<file path="src/rtl/cpu_ctrl_pkg.sv">
// Shared definitions for the ALU instruction sequencer: opcodes, IR field
// positions, FSM states and opcode classes.
package cpu_ctrl_pkg;

    localparam logic [4:0] OP_ADD = 5'b00011;
    localparam logic [4:0] OP_SUB = 5'b00100;
    localparam logic [4:0] OP_AND = 5'b00101;
    localparam logic [4:0] OP_OR  = 5'b00110;
    localparam logic [4:0] OP_SHR = 5'b00111;
    localparam logic [4:0] OP_SHL = 5'b01000;
    localparam logic [4:0] OP_ROR = 5'b01001;
    localparam logic [4:0] OP_ROL = 5'b01010;
    localparam logic [4:0] OP_MUL = 5'b01110;
    localparam logic [4:0] OP_DIV = 5'b01111;
    localparam logic [4:0] OP_NEG = 5'b10000;
    localparam logic [4:0] OP_NOT = 5'b10001;

    localparam int OPC_LSB = 27;
    localparam int RA_LSB  = 23;
    localparam int RB_LSB  = 19;
    localparam int RC_LSB  = 15;

    typedef enum logic [3:0] {
        S_IDLE, S_T0, S_T1, S_T1W, S_T2, S_T3, S_T4, S_T5, S_T6, S_DONE
    } state_e;

    typedef enum logic [1:0] {
        CLS_BIN, CLS_UNARY, CLS_MULDIV, CLS_ILLEGAL
    } cls_e;

    function automatic cls_e op_class(input logic [4:0] opc);
        case (opc)
            OP_ADD, OP_SUB, OP_AND, OP_OR,
            OP_SHR, OP_SHL, OP_ROR, OP_ROL: return CLS_BIN;
            OP_MUL, OP_DIV:                 return CLS_MULDIV;
            OP_NEG, OP_NOT:                 return CLS_UNARY;
            default:                        return CLS_ILLEGAL;
        endcase
    endfunction

endpackage

</file>
<file path="src/rtl/alu_instr_sequencer_if.sv">
// Handshake and strobe bundle between the sequencer (master) and the
// datapath/memory side (slave).
interface alu_instr_sequencer_if #(
    parameter int DATA_W   = 32,
    parameter int NUM_REGS = 16,
    parameter int OPC_W    = 5
);
    logic                start;
    logic                mem_ready;
    logic [DATA_W-1:0]   ir;
    logic                pc_out, zlow_out, zhigh_out, mdr_out;
    logic                mar_in, pc_in, mdr_in, ir_in, y_in, z_in, hi_in, lo_in;
    logic                inc_pc, read;
    logic [NUM_REGS-1:0] reg_out, reg_in;
    logic [OPC_W-1:0]    alu_op;
    logic                busy, done, illegal, mem_err;

    modport master (
        input  start, mem_ready, ir,
        output pc_out, zlow_out, zhigh_out, mdr_out,
               mar_in, pc_in, mdr_in, ir_in, y_in, z_in, hi_in, lo_in,
               inc_pc, read, reg_out, reg_in, alu_op,
               busy, done, illegal, mem_err
    );

    modport slave (
        output start, mem_ready, ir,
        input  pc_out, zlow_out, zhigh_out, mdr_out,
               mar_in, pc_in, mdr_in, ir_in, y_in, z_in, hi_in, lo_in,
               inc_pc, read, reg_out, reg_in, alu_op,
               busy, done, illegal, mem_err
    );
endinterface

</file>
<file path="src/rtl/instr_decode.sv">
// Combinational IR decode: opcode class plus one-hot register selects.
module instr_decode
    import cpu_ctrl_pkg::*;
#(
    parameter int DATA_W    = 32,
    parameter int NUM_REGS  = 16,
    parameter int REG_IDX_W = 4,
    parameter int OPC_W     = 5
) (
    input  logic [DATA_W-1:0]   ir,
    output logic [OPC_W-1:0]    opc,
    output cls_e                cls,
    output logic [NUM_REGS-1:0] ra_oh,
    output logic [NUM_REGS-1:0] rb_oh,
    output logic [NUM_REGS-1:0] rc_oh
);
    logic [REG_IDX_W-1:0] ra, rb, rc;
    logic [4:0]           op5;
    logic                 reg_bad;
    logic                 unused;

    assign opc    = ir[OPC_LSB +: OPC_W];
    assign ra     = ir[RA_LSB  +: REG_IDX_W];
    assign rb     = ir[RB_LSB  +: REG_IDX_W];
    assign rc     = ir[RC_LSB  +: REG_IDX_W];
    assign unused = ^ir[RC_LSB-1:0];

    assign op5     = 5'(opc);
    assign reg_bad = (int'(ra) >= NUM_REGS) || (int'(rb) >= NUM_REGS) ||
                     (int'(rc) >= NUM_REGS);
    // An opcode wider than the table's 5 bits is only legal if it round-trips.
    assign cls = (reg_bad || OPC_W'(op5) != opc) ? CLS_ILLEGAL : op_class(op5);

    assign ra_oh = NUM_REGS'(1) << ra;
    assign rb_oh = NUM_REGS'(1) << rb;
    assign rc_oh = NUM_REGS'(1) << rc;
endmodule

</file>
<file path="src/rtl/alu_instr_sequencer.sv">
// Hard-wired fetch/decode/execute controller for register-register and unary
// ALU instructions, with memory-ready timeout and multi-cycle MUL/DIV.
module alu_instr_sequencer
    import cpu_ctrl_pkg::*;
#(
    parameter int DATA_W        = 32,
    parameter int NUM_REGS      = 16,
    parameter int REG_IDX_W     = 4,
    parameter int OPC_W         = 5,
    parameter int MULDIV_CYCLES = 1,
    parameter int MEM_TIMEOUT   = 8
) (
    input logic                  clk,
    input logic                  clr,
    alu_instr_sequencer_if.master bus
);
    localparam int CNT_MAX = (MEM_TIMEOUT > MULDIV_CYCLES) ? MEM_TIMEOUT : MULDIV_CYCLES;
    localparam int CNT_W   = $clog2(CNT_MAX) + 1;
    localparam logic [CNT_W-1:0] TMO_LAST = CNT_W'(MEM_TIMEOUT - 1);
    localparam logic [CNT_W-1:0] MD_LAST  = CNT_W'(MULDIV_CYCLES - 1);

    state_e              state;
    logic [CNT_W-1:0]    cnt;
    logic                mem_err_q;
    logic [OPC_W-1:0]    opc;
    cls_e                cls;
    logic [NUM_REGS-1:0] ra_oh, rb_oh, rc_oh;

    instr_decode #(
        .DATA_W(DATA_W), .NUM_REGS(NUM_REGS), .REG_IDX_W(REG_IDX_W), .OPC_W(OPC_W)
    ) u_dec (
        .ir(bus.ir), .opc(opc), .cls(cls), .ra_oh(ra_oh), .rb_oh(rb_oh), .rc_oh(rc_oh)
    );

    always_ff @(posedge clk or negedge clr) begin
        if (!clr) begin
            state     <= S_IDLE;
            cnt       <= '0;
            mem_err_q <= 1'b0;
        end else begin
            mem_err_q <= 1'b0;
            cnt       <= cnt + CNT_W'(1);
            case (state)
                S_IDLE: if (bus.start) state <= S_T0;
                S_T0:   state <= S_T1;
                S_T1: begin
                    state <= S_T1W;
                    cnt   <= '0;
                end
                S_T1W: begin
                    if (bus.mem_ready) begin
                        state <= S_T2;
                    end else if (cnt == TMO_LAST) begin
                        state     <= S_IDLE;
                        mem_err_q <= 1'b1;
                    end
                end
                S_T2:   state <= S_T3;
                S_T3: begin
                    cnt <= '0;
                    case (cls)
                        CLS_ILLEGAL: state <= S_IDLE;
                        CLS_UNARY:   state <= S_T5;
                        default:     state <= S_T4;
                    endcase
                end
                S_T4:   if (cls != CLS_MULDIV || cnt == MD_LAST) state <= S_T5;
                S_T5:   state <= (cls == CLS_MULDIV) ? S_T6 : S_DONE;
                S_T6:   state <= S_DONE;
                S_DONE: state <= bus.start ? S_T0 : S_IDLE;
                default: state <= S_IDLE;
            endcase
        end
    end

    // Strobes come from the registered state; ir is stable from T3 onward
    // because it was loaded at the end of T2.
    always_comb begin
        bus.pc_out    = 1'b0;
        bus.zlow_out  = 1'b0;
        bus.zhigh_out = 1'b0;
        bus.mdr_out   = 1'b0;
        bus.mar_in    = 1'b0;
        bus.pc_in     = 1'b0;
        bus.mdr_in    = 1'b0;
        bus.ir_in     = 1'b0;
        bus.y_in      = 1'b0;
        bus.z_in      = 1'b0;
        bus.hi_in     = 1'b0;
        bus.lo_in     = 1'b0;
        bus.inc_pc    = 1'b0;
        bus.read      = 1'b0;
        bus.reg_out   = '0;
        bus.reg_in    = '0;
        bus.alu_op    = '0;
        bus.done      = 1'b0;
        bus.illegal   = 1'b0;
        bus.busy      = (state != S_IDLE);
        bus.mem_err   = mem_err_q;
        case (state)
            S_T0: begin
                bus.pc_out = 1'b1;
                bus.mar_in = 1'b1;
                bus.inc_pc = 1'b1;
                bus.z_in   = 1'b1;
            end
            S_T1: begin
                bus.zlow_out = 1'b1;
                bus.pc_in    = 1'b1;
                bus.read     = 1'b1;
            end
            S_T1W: begin
                bus.read   = 1'b1;
                bus.mdr_in = bus.mem_ready;
            end
            S_T2: begin
                bus.mdr_out = 1'b1;
                bus.ir_in   = 1'b1;
            end
            S_T3: begin
                case (cls)
                    CLS_ILLEGAL: bus.illegal = 1'b1;
                    CLS_UNARY: begin
                        bus.reg_out = rb_oh;
                        bus.alu_op  = opc;
                        bus.z_in    = 1'b1;
                    end
                    default: begin
                        bus.reg_out = rb_oh;
                        bus.y_in    = 1'b1;
                    end
                endcase
            end
            S_T4: begin
                bus.reg_out = rc_oh;
                bus.alu_op  = opc;
                bus.z_in    = (cls != CLS_MULDIV) || (cnt == MD_LAST);
            end
            S_T5: begin
                bus.zlow_out = 1'b1;
                if (cls == CLS_MULDIV) bus.lo_in  = 1'b1;
                else                   bus.reg_in = ra_oh;
            end
            S_T6: begin
                bus.zhigh_out = 1'b1;
                bus.hi_in     = 1'b1;
            end
            S_DONE: bus.done = 1'b1;
            default: ;
        endcase
    end
endmodule

</file>
<file path="src/flat_wrapper.sv">
// flat-port wrapper written by rule: the top's interface ports become plain ports
module alu_instr_sequencer_flat import cpu_ctrl_pkg::*;
#(
    parameter int DATA_W        = 32,
    parameter int NUM_REGS      = 16,
    parameter int REG_IDX_W     = 4,
    parameter int OPC_W         = 5,
    parameter int MULDIV_CYCLES = 1,
    parameter int MEM_TIMEOUT   = 8
)
  (clk, clr, bus_start, bus_mem_ready, bus_ir, bus_pc_out, bus_zlow_out, bus_zhigh_out, bus_mdr_out, bus_mar_in, bus_pc_in, bus_mdr_in, bus_ir_in, bus_y_in, bus_z_in, bus_hi_in, bus_lo_in, bus_inc_pc, bus_read, bus_reg_out, bus_reg_in, bus_alu_op, bus_busy, bus_done, bus_illegal, bus_mem_err);
  alu_instr_sequencer_if #(.DATA_W(DATA_W), .NUM_REGS(NUM_REGS), .OPC_W(OPC_W)) bus_i ();
  input logic clk;
  input logic clr;
  input wire logic [$bits(bus_i.start)-1:0] bus_start;
  input wire logic [$bits(bus_i.mem_ready)-1:0] bus_mem_ready;
  input wire logic [$bits(bus_i.ir)-1:0] bus_ir;
  output wire logic [$bits(bus_i.pc_out)-1:0] bus_pc_out;
  output wire logic [$bits(bus_i.zlow_out)-1:0] bus_zlow_out;
  output wire logic [$bits(bus_i.zhigh_out)-1:0] bus_zhigh_out;
  output wire logic [$bits(bus_i.mdr_out)-1:0] bus_mdr_out;
  output wire logic [$bits(bus_i.mar_in)-1:0] bus_mar_in;
  output wire logic [$bits(bus_i.pc_in)-1:0] bus_pc_in;
  output wire logic [$bits(bus_i.mdr_in)-1:0] bus_mdr_in;
  output wire logic [$bits(bus_i.ir_in)-1:0] bus_ir_in;
  output wire logic [$bits(bus_i.y_in)-1:0] bus_y_in;
  output wire logic [$bits(bus_i.z_in)-1:0] bus_z_in;
  output wire logic [$bits(bus_i.hi_in)-1:0] bus_hi_in;
  output wire logic [$bits(bus_i.lo_in)-1:0] bus_lo_in;
  output wire logic [$bits(bus_i.inc_pc)-1:0] bus_inc_pc;
  output wire logic [$bits(bus_i.read)-1:0] bus_read;
  output wire logic [$bits(bus_i.reg_out)-1:0] bus_reg_out;
  output wire logic [$bits(bus_i.reg_in)-1:0] bus_reg_in;
  output wire logic [$bits(bus_i.alu_op)-1:0] bus_alu_op;
  output wire logic [$bits(bus_i.busy)-1:0] bus_busy;
  output wire logic [$bits(bus_i.done)-1:0] bus_done;
  output wire logic [$bits(bus_i.illegal)-1:0] bus_illegal;
  output wire logic [$bits(bus_i.mem_err)-1:0] bus_mem_err;
  assign bus_i.start = bus_start;
  assign bus_i.mem_ready = bus_mem_ready;
  assign bus_i.ir = bus_ir;
  assign bus_pc_out = bus_i.pc_out;
  assign bus_zlow_out = bus_i.zlow_out;
  assign bus_zhigh_out = bus_i.zhigh_out;
  assign bus_mdr_out = bus_i.mdr_out;
  assign bus_mar_in = bus_i.mar_in;
  assign bus_pc_in = bus_i.pc_in;
  assign bus_mdr_in = bus_i.mdr_in;
  assign bus_ir_in = bus_i.ir_in;
  assign bus_y_in = bus_i.y_in;
  assign bus_z_in = bus_i.z_in;
  assign bus_hi_in = bus_i.hi_in;
  assign bus_lo_in = bus_i.lo_in;
  assign bus_inc_pc = bus_i.inc_pc;
  assign bus_read = bus_i.read;
  assign bus_reg_out = bus_i.reg_out;
  assign bus_reg_in = bus_i.reg_in;
  assign bus_alu_op = bus_i.alu_op;
  assign bus_busy = bus_i.busy;
  assign bus_done = bus_i.done;
  assign bus_illegal = bus_i.illegal;
  assign bus_mem_err = bus_i.mem_err;
  alu_instr_sequencer #(.DATA_W(DATA_W), .NUM_REGS(NUM_REGS), .REG_IDX_W(REG_IDX_W), .OPC_W(OPC_W), .MULDIV_CYCLES(MULDIV_CYCLES), .MEM_TIMEOUT(MEM_TIMEOUT)) u_core (.clk(clk), .clr(clr), .bus(bus_i));
endmodule
</file>
<file path="config.mk">
export PLATFORM = sky130hd
export DESIGN_NAME = alu_instr_sequencer_flat
export DESIGN_NICKNAME = d
export VERILOG_FILES = /design/src/rtl/cpu_ctrl_pkg.sv /design/src/rtl/alu_instr_sequencer_if.sv /design/src/rtl/instr_decode.sv /design/src/rtl/alu_instr_sequencer.sv /design/src/flat_wrapper.sv
export SDC_FILE = /design/constraint.sdc
export NUM_CORES = 1
export LEC_CHECK = 0
export BUFFER_PORTS_ARGS = -buffer_cell sky130_fd_sc_hd__buf_4
export CORE_AREA = 4 4 62 64
export DETAILED_ROUTE_END_ITERATION = 8
export DIE_AREA = 0 0 66 68
export PLACE_DENSITY = 0.77
export SLEW_MARGIN = 20
export SYNTH_ARGS = -nofsm -noshare
export SYNTH_HDL_FRONTEND = slang
export SYNTH_SLANG_ARGS = --single-unit
</file>
<file path="constraint.sdc">
create_clock -name clk -period 2.7 [get_ports clk]
set_clock_uncertainty 0.15 [all_clocks]
set_input_delay 0.54 -clock clk [delete_from_list [all_inputs] [get_ports clk]]
set_output_delay 0.54 -clock clk [all_outputs]
set_load 0.02 [all_outputs]
</file>
======== Word-level counts from Yosys, hierarchy flattened ========
Memory sizes are Yosys's and may differ from the RTL's.
Cells that the tools add are included.
storage, ports and cells
  output and inout bits ................... 55
  memories ................................ 1
  ROM bits ................................ 64
  register bits after elaboration ......... 9
cells by class
  add/sub/neg operators ................... 1
  shifts and indexed selects .............. 3
  reduce and logical (&&, ||, !) cells .... 9
  muxes and demuxes ....................... 34
  equality and inequality tests ........... 17
memory list
  name             depth  bits a word  rd ports  clocked after memory_dff  write ports  line                text
  (no name shown)  32     2            1         0                         0            cpu_ctrl_pkg.sv:32  case (opc)
operators with widths
  cell                                                                    count
  16-bit 2-to-1 mux                                                       3
  1-bit by 4-bit left shift with 16-bit output (first input constant)     3
  4-bit one-hot mux with 10 select lines                                  1
  16-bit one-hot mux with 2 select lines                                  1
  4-bit by 3-bit equality test with 1-bit output (second input constant)  5
  1-bit 2-to-1 mux                                                        20
  4-bit 2-to-1 mux                                                        5
  5-bit one-hot mux with 2 select lines                                   1
  4-bit by 2-bit equality test with 1-bit output (second input constant)  2
  4-bit equality test (second input constant)                             2
  4-bit logical NOT                                                       2
  2-bit OR reduction                                                      4
  3-bit one-hot mux with 2 select lines                                   1
  5-bit 2-to-1 mux                                                        1
  4-bit by 1-bit adder with 4-bit output (second input constant)          1
  2-bit equality test (second input constant)                             2
  4-bit by 1-bit equality test with 1-bit output (second input constant)  1
  2-bit != test (second input constant)                                   2
  4-bit nonzero test                                                      1
  3-bit by 2-bit != test with 1-bit output (second input constant)        1
  1-bit one-hot mux with 3 select lines                                   1
  3-bit AND reduction                                                     1
  2-bit by 1-bit equality test with 1-bit output (second input constant)  1
  2-bit by 1-bit != test with 1-bit output (second input constant)        1
  1-bit logical OR                                                        1

======== Depth between registers and ports, before layout ========
An unclocked memory read counts as a cell.
  depth in word-level cells ............... 5
  mapped depth ............................ 6
  gate-level depth less buffers ........... 5

======== Modules after synthesis ========
Synthesis repeated with hierarchy kept, for this count alone.
unflattened totals
  cells, all modules ...................... 209
  area total of the unflattened synthesis .. 1505.2 um2
modules (own cells, without submodules)
  module               times used  cells an instance  sequential area each (um2)  area each (um2)
  alu_instr_sequencer  1           126                225.2                       1078.5
  instr_decode         1           83                 0.0                         426.7

======== Worst setup path after synthesis ========
No wires, ideal clock.
  kind .................................... input to output
  start ................................... input bus_ir[30]
  end ..................................... output bus_reg_out[11]
  cell stages on the path ................. 6
  path buffers ............................ 2
  path slack .............................. 199 ps
  data arrival time ....................... 1811 ps
  data required time ...................... 2010 ps
  cell sequence ........................... buf_2 -> and4b_1 -> nor4_2 -> nor2_2 -> buf_6 -> o22ai_1
between the ends
  cells in the longest elaborated chain, start to end .. 4
RTL lines
  item                                    line                        text
  start: declaration                      flat_wrapper.sv:17          input wire logic [$bits(bus_i.ir)-1:0] bus_ir;
  memory 32 x 2 bit                       -
  2-bit equality test                     alu_instr_sequencer.sv:121  case (cls)
  16-bit 2-to-1 mux                       alu_instr_sequencer.sv:121
  16-bit one-hot mux with 2 select lines  alu_instr_sequencer.sv:100  case (state)
  end: declaration                        flat_wrapper.sv:32          output wire logic [$bits(bus_i.reg_out)-1:0] bus_reg_out;
Every way passes these cells.

======== Final worst setup path ========
  start ................................... register u_core.state[3]
  end ..................................... output bus_reg_in[0]
between the ends
  cells in the longest elaborated chain, start to end .. 2
RTL lines
  item                                            line                        text
  start: declaration                              alu_instr_sequencer.sv:22   state_e state;
  start signal: assignment                        alu_instr_sequencer.sv:68   S_T5: state <= (cls == CLS_MULDIV) ? S_T6 : S_DONE;
  start signal: assignment                        alu_instr_sequencer.sv:70   S_DONE: state <= bus.start ? S_T0 : S_IDLE;
  4-bit by 3-bit equality test with 1-bit output  alu_instr_sequencer.sv:100
  16-bit 2-to-1 mux                               alu_instr_sequencer.sv:100
  end: declaration                                flat_wrapper.sv:33          output wire logic [$bits(bus_i.reg_in)-1:0] bus_reg_in;
Every way passes these cells.

==> metrics.cfg <==
[clocking]
clock_path_buffers = 2
clock-root-buffer = clkbuf_4
cts.htree.levels = 1
cts_tree = built
clkSinkCount = 9
cts_buffers = 3
cts.clk_slew.worst_paths_ns = 0.06
insertion_delay_ns = 0.26

[power_and_ir_drop]
p_leak_uw = 0.000830
irDropWorstVdd_mv = 0.406
powerDensity_mw_per_mm2 = 632
clockPowerShare_pct = 8.5
switching_share_pct = 49.5
seqPwrFrac_pct = 24.6
power_switching_uw = 585
combPwrFrac_pct = 66.9
p_total_uw = 1180
power.internal_uw = 598

[timing]
hold_violations = 0
fin_crit_ns = 2.56
tightest_slew_ns = 0.474
report.final.slew_viol_count = 0
clock.fmax_ghz = 0.391
setup_violations = 0
relSlewSlack_pct = 68.3
setup_ws_ns = 0.140
post-route-period-util_pct = 94.8

[global_routing]
grt_pass1_vias = 1442
antenna_found_initial = 0
track_usage_pct = 17.7
grt_max_degree = 19
grt_pass1_wl_um = 6380
grt_overflow = 0

[synthesis]
synth.distinct_cells = 48
synth_edf_count = 0
syn_area_mm2 = 0.00125
postSynthAreaPerCell_um2 = 6.82
async_flop_share_pct = 100
synthesis.nets = 222
yosysWarnings = 0
synth_seq_cells = 9
synth_cells = 184
synthFlopType = dfrtp_1
yosysSeqAreaShare_pct = 17.9

[setup_path]
cp.required_ns = 2.01
arrival_ns = 1.87
cp-end-kind = output port
critical_path.max_fanout = 11
startpoint_type = flip-flop
path_class = flip-flop to output port

[detailed_routing]
routedWlPerCell_um = 13.2
avgViaCountPerCell = 5.34
wl_um = 3950
vias = 1602
drc = 0
drt_iter0_drc = 69
first_pass_iters = 4
drtAntennaViolNets = 0

[floorplan]
fp.dieH_um = 68
io_pins = 91
die_w_um = 66
initial_core_util_pct = 38.2
rows = 21
core_region_area_mm2 = 0.00328
die-area_mm2 = 0.00449

[cells_and_area]
stdcell_count = 300
fill_cells = 323
multi_input_area_um2 = 918
diodes = 0
final_common_cell = buf_4
drive_gt1_share_pct = 39.0
ff_latch_area_um2 = 229
layout_common_cells = 79 x buf_4, 29 x nor2_1, 19 x nand3_1
utilization_pct = 57.0
area_delta_synth_final_pct = 49.3
final_nets = 293

[placement]
dp_hpwl_um = 3140
placedCellCount = 292
gp_congestion = 0.879
pre_cts_ws_ns = 0.0126
port_buffers = 75

[min_path]
hp-class = input pin to flip-flop

[job]
cap_violations = 0

[status]
status = finished clean

==> sequential cells by signal, indices dropped and copies added (netlist names) <==
name / cells
u_core.cnt: 4
u_core.state: 4
u_core.bus.mem_err: 1
==> synthesized netlist by cell type (2+ instances only) <==
| cell | n | area share, % |
|---|---|---|
| a21oi_1 | 4 | 1.6 |
| and2_1 | 4 | 2.0 |
| buf_2 | 5 | 2.0 |
| buf_4 | 6 | 3.6 |
| buf_6 | 2 | 1.8 |
| dfrtp_1 | 9 | 18 |
| ha_1 | 2 | 2.0 |
| inv_1 | 5 | 1.5 |
| nand2_1 | 13 | 3.9 |
| nand2b_1 | 8 | 4.0 |
| nand3_1 | 19 | 7.6 |
| nand3b_1 | 4 | 2.4 |
| nand4_1 | 4 | 2.0 |
| nand4b_1 | 2 | 1.4 |
| nor2_1 | 29 | 8.7 |
| nor2b_1 | 8 | 4.0 |
| nor3_1 | 10 | 4.0 |
| nor3_2 | 2 | 1.6 |
| nor4_1 | 2 | 1.0 |
| o21ai_0 | 8 | 3.2 |
| o21ai_1 | 6 | 2.4 |
| o22ai_1 | 3 | 1.5 |
| o32ai_1 | 2 | 1.4 |
| or2_2 | 2 | 1.0 |
| xor2_1 | 2 | 1.4 |
==> through the flow <==
stage / cell area, um2 / setup TNS [ns] / hold slack, ns
floorplan: 1250 / 0 / 0.0944
global placement: 1790 / 0 / 0.220
detailed placement: 1790 / 0 / 0.218
CTS: 1830 / 0 / 0.303
global route: 1870 / -0.000117 / 0.316
finish: 1870 / 0 / 0.309
==> worst max-delay path, cell delays in order, from the launching register on <==
cell and delay [ns]:
dfrtp_2 0.46, nand4b_1 0.28, nor2b_2 0.17, or3b_4 0.42, nor3_2 0.12, buf_4 0.16
==> final timing paths <==
kind | from | end | slack, ns | cells after the start
setup / recovery | u_core.state[3] | bus_reg_in[0] | 0.14 | 5
hold / removal | bus_mem_ready | u_core.bus.mem_err | 0.31 | 2
setup reg to reg | u_core.state[1] | u_core.cnt[0] | 0.92 | 5
hold reg to reg | u_core.cnt[0] | u_core.cnt[0] | 0.37 | 1
max in group asynchronous | clr | u_core.state[0] | 1.76 | 2
min in group asynchronous | clr | u_core.bus.mem_err | 0.50 | 2
==> area by class of cell <==
cell class | count | share of cell area (%)
Multi-Input combinational cell | 155 | 49.0
Clock buffer | 4 | 1.40
Tap cell | 46 | 3.07
Sequential cell | 9 | 12.2
Timing Repair Buffer | 81 | 33.3
Inverter | 5 | 1.00
==> power groups by stage <==
stage,logic (uW),clock network [uW],registers (uW)
3_3_place_gp,752,0,283
3_5_place_dp,767,0,287
4_1_cts,772,105,284
2_1_floorplan,603,0,226
5_1_grt,871,113,307
6_report,792,101,291
==> layer usage <==
metal,GRT usage [%],wire (um),vias up
met2,31.2,1930,74
met4,5.84,56,0
li1,-,-,797
met3,5.25,406,8
met1,20.5,1560,723
met5,0,0,-
==> repair_timing <==
action / in CTS / in global routing
endpoints found under the setup margin: 0 / 28
resized for setup: 0 / 5
hold buffers: 1 / 0
hold endpoints to repair: 9 / 0
buffers inserted: 0 / 3
==> logic make-up (layout without fill, tap and decap cells) <==
family                   after synthesis  in the layout  share of synthesized area, %
adder cells (fa/ha/maj)                2              2                          1.99
AND/OR/NAND/NOR                      120            120                          53.7
buffers and inverters                 20             90                          9.47
AO/OA/AOI/OAI                         29             29                          13.9
flip-flops                             9              9                          17.9
XOR/XNOR                               3              3                          2.09
multiplexers                           1              1                         0.897
Power figures use the tool's default switching activity.
